==> config.mk <==
export PLATFORM = sky130hd
export DESIGN_NAME = cpu_ctrl_fsm_flat
export DESIGN_NICKNAME = d
export VERILOG_FILES = /design/src/rtl/cpu_ctrl_fsm_if.sv /design/src/rtl/cpu_ctrl_fsm.sv /design/src/flat_wrapper.sv
export SDC_FILE = /design/constraint.sdc
export NUM_CORES = 1
export LEC_CHECK = 0
export BUFFER_PORTS_ARGS = -buffer_cell sky130_fd_sc_hd__buf_2
export CORE_MARGIN = 2
export CORE_UTILIZATION = 30
export DETAILED_ROUTE_END_ITERATION = 10
export MAX_ROUTING_LAYER = met4
export PLACE_DENSITY = 0.57
export SLEW_MARGIN = 20
export SYNTH_ARGS = -nofsm -noshare
export SYNTH_HDL_FRONTEND = slang
export SYNTH_SLANG_ARGS = --single-unit
==> constraint.sdc <==
create_clock -name clk -period 2.1 [get_ports clk]
set_input_delay 0.63 -clock clk [delete_from_list [all_inputs] [get_ports clk]]
set_output_delay 0.63 -clock clk [all_outputs]
set_load 0.01 [all_outputs]
==> src/rtl/cpu_ctrl_fsm_if.sv <==
`default_nettype none
// ============================================================================
// Module      : cpu_ctrl_fsm_if
// Description : Control/status bundle between cpu_ctrl_fsm and the datapath.
// Revision    : 1.0
// ============================================================================
interface cpu_ctrl_fsm_if;
  logic [3:0] opcode;
  logic       zero;
  logic       mem_ready;
  logic       alu_src_sel;
  logic [1:0] alu_op;
  logic       reg_write;
  logic       wb_sel;
  logic       mem_read;
  logic       mem_write;
  logic       ir_write;
  logic       pc_write;
  logic [1:0] pc_src;
  logic       halted;
  logic       mem_error;
  logic       illegal_op;
  logic [3:0] state;

  // Controller side
  modport master (
    input  opcode, zero, mem_ready,
    output alu_src_sel, alu_op, reg_write, wb_sel, mem_read, mem_write,
           ir_write, pc_write, pc_src, halted, mem_error, illegal_op, state
  );

  // Datapath side
  modport slave (
    output opcode, zero, mem_ready,
    input  alu_src_sel, alu_op, reg_write, wb_sel, mem_read, mem_write,
           ir_write, pc_write, pc_src, halted, mem_error, illegal_op, state
  );
endinterface
`default_nettype wire

==> src/rtl/cpu_ctrl_fsm.sv <==
`default_nettype none
// ============================================================================
// Module      : cpu_ctrl_fsm
// Description : Multi-cycle fetch/decode/execute/memory/writeback sequencer.
// Revision    : 1.0
// ============================================================================
module cpu_ctrl_fsm #(
  parameter int MEM_TIMEOUT = 15
) (
  input  wire logic      clk,
  input  wire logic      rst_n,
  cpu_ctrl_fsm_if.master bus
);

  localparam logic [3:0] C_FETCH    = 4'h0;
  localparam logic [3:0] C_DECODE   = 4'h1;
  localparam logic [3:0] C_EXEC_R   = 4'h2;
  localparam logic [3:0] C_EXEC_I   = 4'h3;
  localparam logic [3:0] C_WB_ALU   = 4'h4;
  localparam logic [3:0] C_MEM_ADDR = 4'h5;
  localparam logic [3:0] C_MEM_RD   = 4'h6;
  localparam logic [3:0] C_WB_MEM   = 4'h7;
  localparam logic [3:0] C_MEM_WR   = 4'h8;
  localparam logic [3:0] C_BRANCH   = 4'h9;
  localparam logic [3:0] C_JUMP     = 4'hA;
  localparam logic [3:0] C_HALT     = 4'hB;

  localparam logic [3:0] C_OP_SW    = 4'h6;
  localparam logic [7:0] C_TMO_LAST = 8'(MEM_TIMEOUT - 1);

  logic [3:0] r_state;
  logic [3:0] w_state_next;
  logic [7:0] r_wait_cnt;
  logic       r_mem_error;
  logic       r_hold_src;
  logic [1:0] r_hold_op;
  logic       w_waiting;
  logic       w_timeout;

  logic       w_alu_src_sel;
  logic [1:0] w_alu_op;
  logic       w_reg_write;
  logic       w_wb_sel;
  logic       w_mem_read;
  logic       w_mem_write;
  logic       w_ir_write;
  logic       w_pc_write;
  logic [1:0] w_pc_src;
  logic       w_halted;
  logic       w_illegal_op;

  assign w_waiting = (r_state == C_FETCH) || (r_state == C_MEM_RD) || (r_state == C_MEM_WR);
  assign w_timeout = w_waiting && !bus.mem_ready && (r_wait_cnt == C_TMO_LAST);

  always_comb begin
    w_state_next = r_state;
    case (r_state)
      C_FETCH:    if (bus.mem_ready) w_state_next = C_DECODE;
      C_DECODE: begin
        case (bus.opcode)
          4'h0, 4'h1, 4'h2, 4'h3: w_state_next = C_EXEC_R;
          4'h4:                   w_state_next = C_EXEC_I;
          4'h5, 4'h6:             w_state_next = C_MEM_ADDR;
          4'h7:                   w_state_next = C_BRANCH;
          4'h8:                   w_state_next = C_JUMP;
          4'hF:                   w_state_next = C_HALT;
          default:                w_state_next = C_FETCH;
        endcase
      end
      C_EXEC_R, C_EXEC_I: w_state_next = C_WB_ALU;
      C_MEM_ADDR: w_state_next = (bus.opcode == C_OP_SW) ? C_MEM_WR : C_MEM_RD;
      C_MEM_RD:   if (bus.mem_ready) w_state_next = C_WB_MEM;
      C_MEM_WR:   if (bus.mem_ready) w_state_next = C_FETCH;
      C_WB_ALU, C_WB_MEM, C_BRANCH, C_JUMP: w_state_next = C_FETCH;
      C_HALT:     w_state_next = C_HALT;
      default:    w_state_next = C_FETCH;
    endcase
    // Timeout takes priority over staying put in any of the waiting states
    if (w_timeout) w_state_next = C_HALT;
  end

  always_ff @(posedge clk) begin
    if (!rst_n) begin
      r_state     <= C_FETCH;
      r_wait_cnt  <= 8'd0;
      r_mem_error <= 1'b0;
      r_hold_src  <= 1'b0;
      r_hold_op   <= 2'b00;
    end else begin
      r_state <= w_state_next;
      if (w_state_next != r_state)
        r_wait_cnt <= 8'd0;
      else if (w_waiting && !bus.mem_ready)
        r_wait_cnt <= r_wait_cnt + 8'd1;
      if (w_timeout)
        r_mem_error <= 1'b1;
      // WB_ALU replays the ALU controls of the execute cycle before it
      if (r_state == C_EXEC_R) begin
        r_hold_src <= 1'b0;
        r_hold_op  <= bus.opcode[1:0];
      end else if (r_state == C_EXEC_I) begin
        r_hold_src <= 1'b1;
        r_hold_op  <= 2'b00;
      end
    end
  end

  always_comb begin
    w_alu_src_sel = 1'b0;
    w_alu_op      = 2'b00;
    w_reg_write   = 1'b0;
    w_wb_sel      = 1'b0;
    w_mem_read    = 1'b0;
    w_mem_write   = 1'b0;
    w_ir_write    = 1'b0;
    w_pc_write    = 1'b0;
    w_pc_src      = 2'b00;
    w_halted      = 1'b0;
    w_illegal_op  = 1'b0;
    case (r_state)
      C_FETCH: begin
        w_mem_read = 1'b1;
        w_ir_write = bus.mem_ready;
        w_pc_write = bus.mem_ready;
      end
      C_DECODE: begin
        case (bus.opcode)
          4'h9, 4'hA, 4'hB, 4'hC, 4'hD, 4'hE: w_illegal_op = 1'b1;
          default:                            w_illegal_op = 1'b0;
        endcase
      end
      C_EXEC_R:   w_alu_op = bus.opcode[1:0];
      C_EXEC_I:   w_alu_src_sel = 1'b1;
      C_WB_ALU: begin
        w_reg_write   = 1'b1;
        w_alu_src_sel = r_hold_src;
        w_alu_op      = r_hold_op;
      end
      C_MEM_ADDR: w_alu_src_sel = 1'b1;
      C_MEM_RD: begin
        w_mem_read    = 1'b1;
        w_alu_src_sel = 1'b1;
      end
      C_WB_MEM: begin
        w_reg_write = 1'b1;
        w_wb_sel    = 1'b1;
      end
      C_MEM_WR: begin
        w_mem_write   = 1'b1;
        w_alu_src_sel = 1'b1;
      end
      C_BRANCH: begin
        w_alu_op   = 2'b01;
        w_pc_src   = 2'b01;
        w_pc_write = bus.zero;
      end
      C_JUMP: begin
        w_pc_write = 1'b1;
        w_pc_src   = 2'b10;
      end
      C_HALT:     w_halted = 1'b1;
      default:    w_halted = 1'b0;
    endcase
  end

  // Enables are suppressed in the reset cycle so an abandoned instruction commits nothing
  assign bus.reg_write   = w_reg_write & rst_n;
  assign bus.mem_write   = w_mem_write & rst_n;
  assign bus.ir_write    = w_ir_write & rst_n;
  assign bus.pc_write    = w_pc_write & rst_n;
  assign bus.alu_src_sel = w_alu_src_sel;
  assign bus.alu_op      = w_alu_op;
  assign bus.wb_sel      = w_wb_sel;
  assign bus.mem_read    = w_mem_read;
  assign bus.pc_src      = w_pc_src;
  assign bus.halted      = w_halted;
  assign bus.illegal_op  = w_illegal_op;
  assign bus.mem_error   = r_mem_error;
  assign bus.state       = r_state;

endmodule
`default_nettype wire

==> src/flat_wrapper.sv <==
// flat-port wrapper written by rule: the top's interface ports become plain ports
module cpu_ctrl_fsm_flat 
#(
  parameter int MEM_TIMEOUT = 15
)
  (clk, rst_n, bus_opcode, bus_zero, bus_mem_ready, bus_alu_src_sel, bus_alu_op, bus_reg_write, bus_wb_sel, bus_mem_read, bus_mem_write, bus_ir_write, bus_pc_write, bus_pc_src, bus_halted, bus_mem_error, bus_illegal_op, bus_state);
  cpu_ctrl_fsm_if bus_i ();
  input  wire logic clk;
  input  wire logic rst_n;
  input wire logic [$bits(bus_i.opcode)-1:0] bus_opcode;
  input wire logic [$bits(bus_i.zero)-1:0] bus_zero;
  input wire logic [$bits(bus_i.mem_ready)-1:0] bus_mem_ready;
  output wire logic [$bits(bus_i.alu_src_sel)-1:0] bus_alu_src_sel;
  output wire logic [$bits(bus_i.alu_op)-1:0] bus_alu_op;
  output wire logic [$bits(bus_i.reg_write)-1:0] bus_reg_write;
  output wire logic [$bits(bus_i.wb_sel)-1:0] bus_wb_sel;
  output wire logic [$bits(bus_i.mem_read)-1:0] bus_mem_read;
  output wire logic [$bits(bus_i.mem_write)-1:0] bus_mem_write;
  output wire logic [$bits(bus_i.ir_write)-1:0] bus_ir_write;
  output wire logic [$bits(bus_i.pc_write)-1:0] bus_pc_write;
  output wire logic [$bits(bus_i.pc_src)-1:0] bus_pc_src;
  output wire logic [$bits(bus_i.halted)-1:0] bus_halted;
  output wire logic [$bits(bus_i.mem_error)-1:0] bus_mem_error;
  output wire logic [$bits(bus_i.illegal_op)-1:0] bus_illegal_op;
  output wire logic [$bits(bus_i.state)-1:0] bus_state;
  assign bus_i.opcode = bus_opcode;
  assign bus_i.zero = bus_zero;
  assign bus_i.mem_ready = bus_mem_ready;
  assign bus_alu_src_sel = bus_i.alu_src_sel;
  assign bus_alu_op = bus_i.alu_op;
  assign bus_reg_write = bus_i.reg_write;
  assign bus_wb_sel = bus_i.wb_sel;
  assign bus_mem_read = bus_i.mem_read;
  assign bus_mem_write = bus_i.mem_write;
  assign bus_ir_write = bus_i.ir_write;
  assign bus_pc_write = bus_i.pc_write;
  assign bus_pc_src = bus_i.pc_src;
  assign bus_halted = bus_i.halted;
  assign bus_mem_error = bus_i.mem_error;
  assign bus_illegal_op = bus_i.illegal_op;
  assign bus_state = bus_i.state;
  cpu_ctrl_fsm #(.MEM_TIMEOUT(MEM_TIMEOUT)) u_core (.clk(clk), .rst_n(rst_n), .bus(bus_i));
endmodule
==> flow_summary_export.csv <==
group,metric,value,unit
run_status,status,"finished, violations left",
run_status,violations,"setup timing",
setup_path,slowest_stage,"a2111oi_4",
detailed_routing,wirelength,3615,um
setup_path,worstSetupPathType,"input pin to primary output",
synthesis,synth_flop_cell,"dfxtp_1",
cts,root_buffer,"clkbuf_8",
detailed_routing,first_pass_iters,5,
detailed_routing,vias,1347,
cells_and_area,design_area,0.001884,sq mm
timing,finalCriticalPeriod,2.142,ns
power_and_ir_drop,irDropWorstVdd,172.3,uV
detailed_routing,drtIter0Drc,100,
floorplanning,placementRows,23,
synthesis,netlist_area,0.001292,sq mm
setup_path,critPathBufInv,3,
cts,htree_num_levels,1,
grt,grt_pass1_wl,5996,um
timing,hold_viol,0,
synthesis,yosysSeqAreaShare,24.78,%
setup_path,cp.depth,6,
timing,grt_setup_unrepaired,"yes",
place,portBuffers,25,
place,place_hpwl,2622,um
place,dpl-instance-area,0.001629,sq mm
setup_path,worst_ep_required_time,1.47,ns
power_and_ir_drop,p_leak,0.0007824,uW
detailed_routing,wl_per_cell,13.69,um
timing,setup_violations,1,
grt,grt_max_degree,12,
setup_path,crit-reg2reg-launch,"u_core.bus.state[3]",
place,place_congestion,0.8647,
timing,slew_violations,0,
setup_path,rr_worst_depth,7,
grt,grt_pass1_vias,1265,
synthesis,synth_edf_count,0,
synthesis,synth_fp_nets,177,
floorplanning,core,0.004086,sq mm
cts,clock_path_buffers,2,
worst_hold_path,whs_path_depth,2,
timing,max-slew-margin-rel,74.89,%
synthesis,avgSynthCellArea,7.978,sq um
floorplanning,die_w,69.64,um
timing,fin_worst_skew,0.003572,ns
cts,ctsHoldBuffers,0,
timing,setup_ws,-0.04238,ns
cells_and_area,final_layout_size_suffix_gt1_share,46.26,%
timing,finalCritPeriodShare,102.0,%
floorplanning,initial_core_util,31.63,%
flow_run,drv_cap,0,
power_and_ir_drop,p_per_area,434.4,mW/mm^2
worst_hold_path,hold_class,"flop to flop",
setup_path,reg2reg_to,"u_core.r_wait_cnt[3]",
synthesis,synth_cells,162,
detailed_routing,antenna_left,0,
floorplanning,die-area,0.004849,sq mm
grt,track_usage,15.31,%
synthesis,synth_warnings,0,
synthesis,ys_types,44,
cells_and_area,synthToLayoutAreaGrowth,45.79,%
setup_path,crit_chain,"buf_8 -> buf_6 -> ha_4 -> a2111oi_4 -> nor3_2 -> buf_2",
setup_path,crit_family,"buffers and inverters",
setup_path,cp_max_fo,3,
grt,overflow,0,
cts,clock_sinks,16,
floorplanning,ios,26,
setup_path,critPathArrivalTime,1.51,ns
cells_and_area,nFillCells,401,
grt,antenna_found_initial,0,
setup_path,endpoint,"bus_illegal_op",
floorplanning,die_h,69.64,um
timing,fmax,466.8,MHz
timing,holdWs,0.4692,ns
setup_path,cp_slowest_stage_delay,0.28,ns
synthesis,synth-async-reset-ratio,0,%
detailed_routing,via_per_inst,5.102,
cts,insertion_delay,0.25,ns
setup_path,cp-end-kind,"primary output",
cts,clkTransAtPathRegs,0.06,ns
cells_and_area,nets,231,
setup_path,crit_start,"bus_opcode[1]",
timing,tightest_slew,0.3733,ns
synthesis,ys_ff_latch,16,
setup_path,start_kind,"input pin",
detailed_routing,drc_errors,0,
cells_and_area,num_antenna_cells,0,
cts,cts_tree,"yes",
cts,numCtsBuffers,3,
setup_path,rrSetupSlack,0.09,ns
==> placed cells by master (no fill, tap or decap), drive strengths merged, types with 5 or more instances in the layout <==
cell,netlist,routed
a21boi,7,7
dfxtp,16,16
a21oi,6,6
and2,5,5
ha,7,7
xnor2,7,7
nand2b,6,6
o21ai,6,6
buf,8,58
nand3,5,5
nand2,24,24
nor3,13,13
nor2,10,10
==> area by class of cell <==
| cell class | count | area (sq um) | share of cell area, % |
|---|---|---|---|
| clock buffers | 3 | 41.29 | 2.191 |
| well taps | 50 | 62.56 | 3.320 |
| multi-input cells | 133 | 1040 | 55.18 |
| flip-flops and latches | 16 | 332.8 | 17.66 |
| inverters | 4 | 15.01 | 0.7968 |
| repair buffers | 58 | 392.9 | 20.85 |
==> metal layers <==
layer	part of all wire (%)	track usage, %	up-vias
met5	0	-	-
met4	1.5	3.632	0
met3	3.9	2.180	6
met2	45	24.79	32
met1	49	20.25	626
li1	-	-	683
==> stage by stage <==
stage	worst slack (ns)	instances	utilization, %	setup TNS, ns	power, uW
4_1_cts	-0.03219	261	43.45	-0.03219	798.6
2_1_floorplan	0.07414	162	-	0	460.8
5_1_grt	-0.05858	264	46.11	-0.05858	871.8
3_5_place_dp	-0.2420	255	39.87	-1.965	548.5
6_report	-0.04238	264	46.11	-0.04238	818.6
3_3_place_gp	-0.2072	255	39.87	-1.575	547.6
==> state kept, by name (all words and copies together) (netlist names) <==
signal	cells
u_core.r_wait_cnt	8
u_core.bus.state	4
u_core.r_hold_op	2
u_core.bus.mem_error	1
u_core.r_hold_src	1
==> synth_stat cells, types with 4 or more instances <==
| library cell | instances | area share [%] |
|---|---|---|
| ha_1 | 7 | 6.8 |
| xnor2_1 | 7 | 4.7 |
| a21oi_1 | 6 | 2.3 |
| dfxtp_1 | 16 | 25 |
| a21o_1 | 4 | 2.3 |
| o21ai_0 | 6 | 2.3 |
| inv_1 | 4 | 1.2 |
| nor2_1 | 9 | 2.6 |
| and2_1 | 5 | 2.4 |
| a21boi_0 | 7 | 4.1 |
| buf_2 | 4 | 1.5 |
| nor3_2 | 8 | 6.2 |
| nand3b_1 | 4 | 2.3 |
| nor3_1 | 5 | 1.9 |
| nand2b_1 | 6 | 2.9 |
| nand2_1 | 24 | 7.0 |
| nand3_1 | 4 | 1.5 |
==> how the worst min path moves through the flow <==
| stage | startpoint | end | slack [ns] |
|---|---|---|---|
| CTS | u_core.r_hold_src | u_core.r_hold_src | 0.47 |
| global placement | u_core.r_hold_op[1] | u_core.r_hold_op[1] | 0.45 |
| finish | u_core.r_hold_src | u_core.r_hold_src | 0.47 |
| global route | u_core.r_hold_op[1] | u_core.r_hold_op[1] | 0.48 |
| detailed placement | u_core.r_hold_src | u_core.r_hold_src | 0.46 |
| floorplan | u_core.r_hold_op[1] | u_core.r_hold_op[1] | 0.44 |
==> report_power, final <==
| part | total (uW) | switching [uW] | internal (uW) |
|---|---|---|---|
| registers | 322 | 11.7 | 310 |
| clock network | 226 | 99.5 | 127 |
| logic | 270 | 143 | 127 |
==> worst min-delay path, cell delays in order, from the launching register on <==
cell      delay [ns]
dfxtp_1         0.31
nand2_1         0.05
a21boi_0        0.06
==> kinds of logic after synthesis <==
| kind of cell | Yosys count | synth area share, % |
|---|---|---|
| AND/OR/NAND/NOR | 84 | 38.24 |
| flip-flops | 16 | 24.78 |
| adder cells (fa/ha/maj) | 7 | 6.776 |
| buffers and inverters | 13 | 5.323 |
| AO/OA/AOI/OAI | 35 | 20.14 |
| XOR/XNOR | 7 | 4.744 |
==> repair_timing <==
item                                    in CTS  in global routing
buffers inserted                             3                  3
pin swaps                                    4                  7
gates resized for setup                     25                 18
endpoints found under the setup margin       6                 13
No activity file was read; power rests on OpenSTA's default activity.
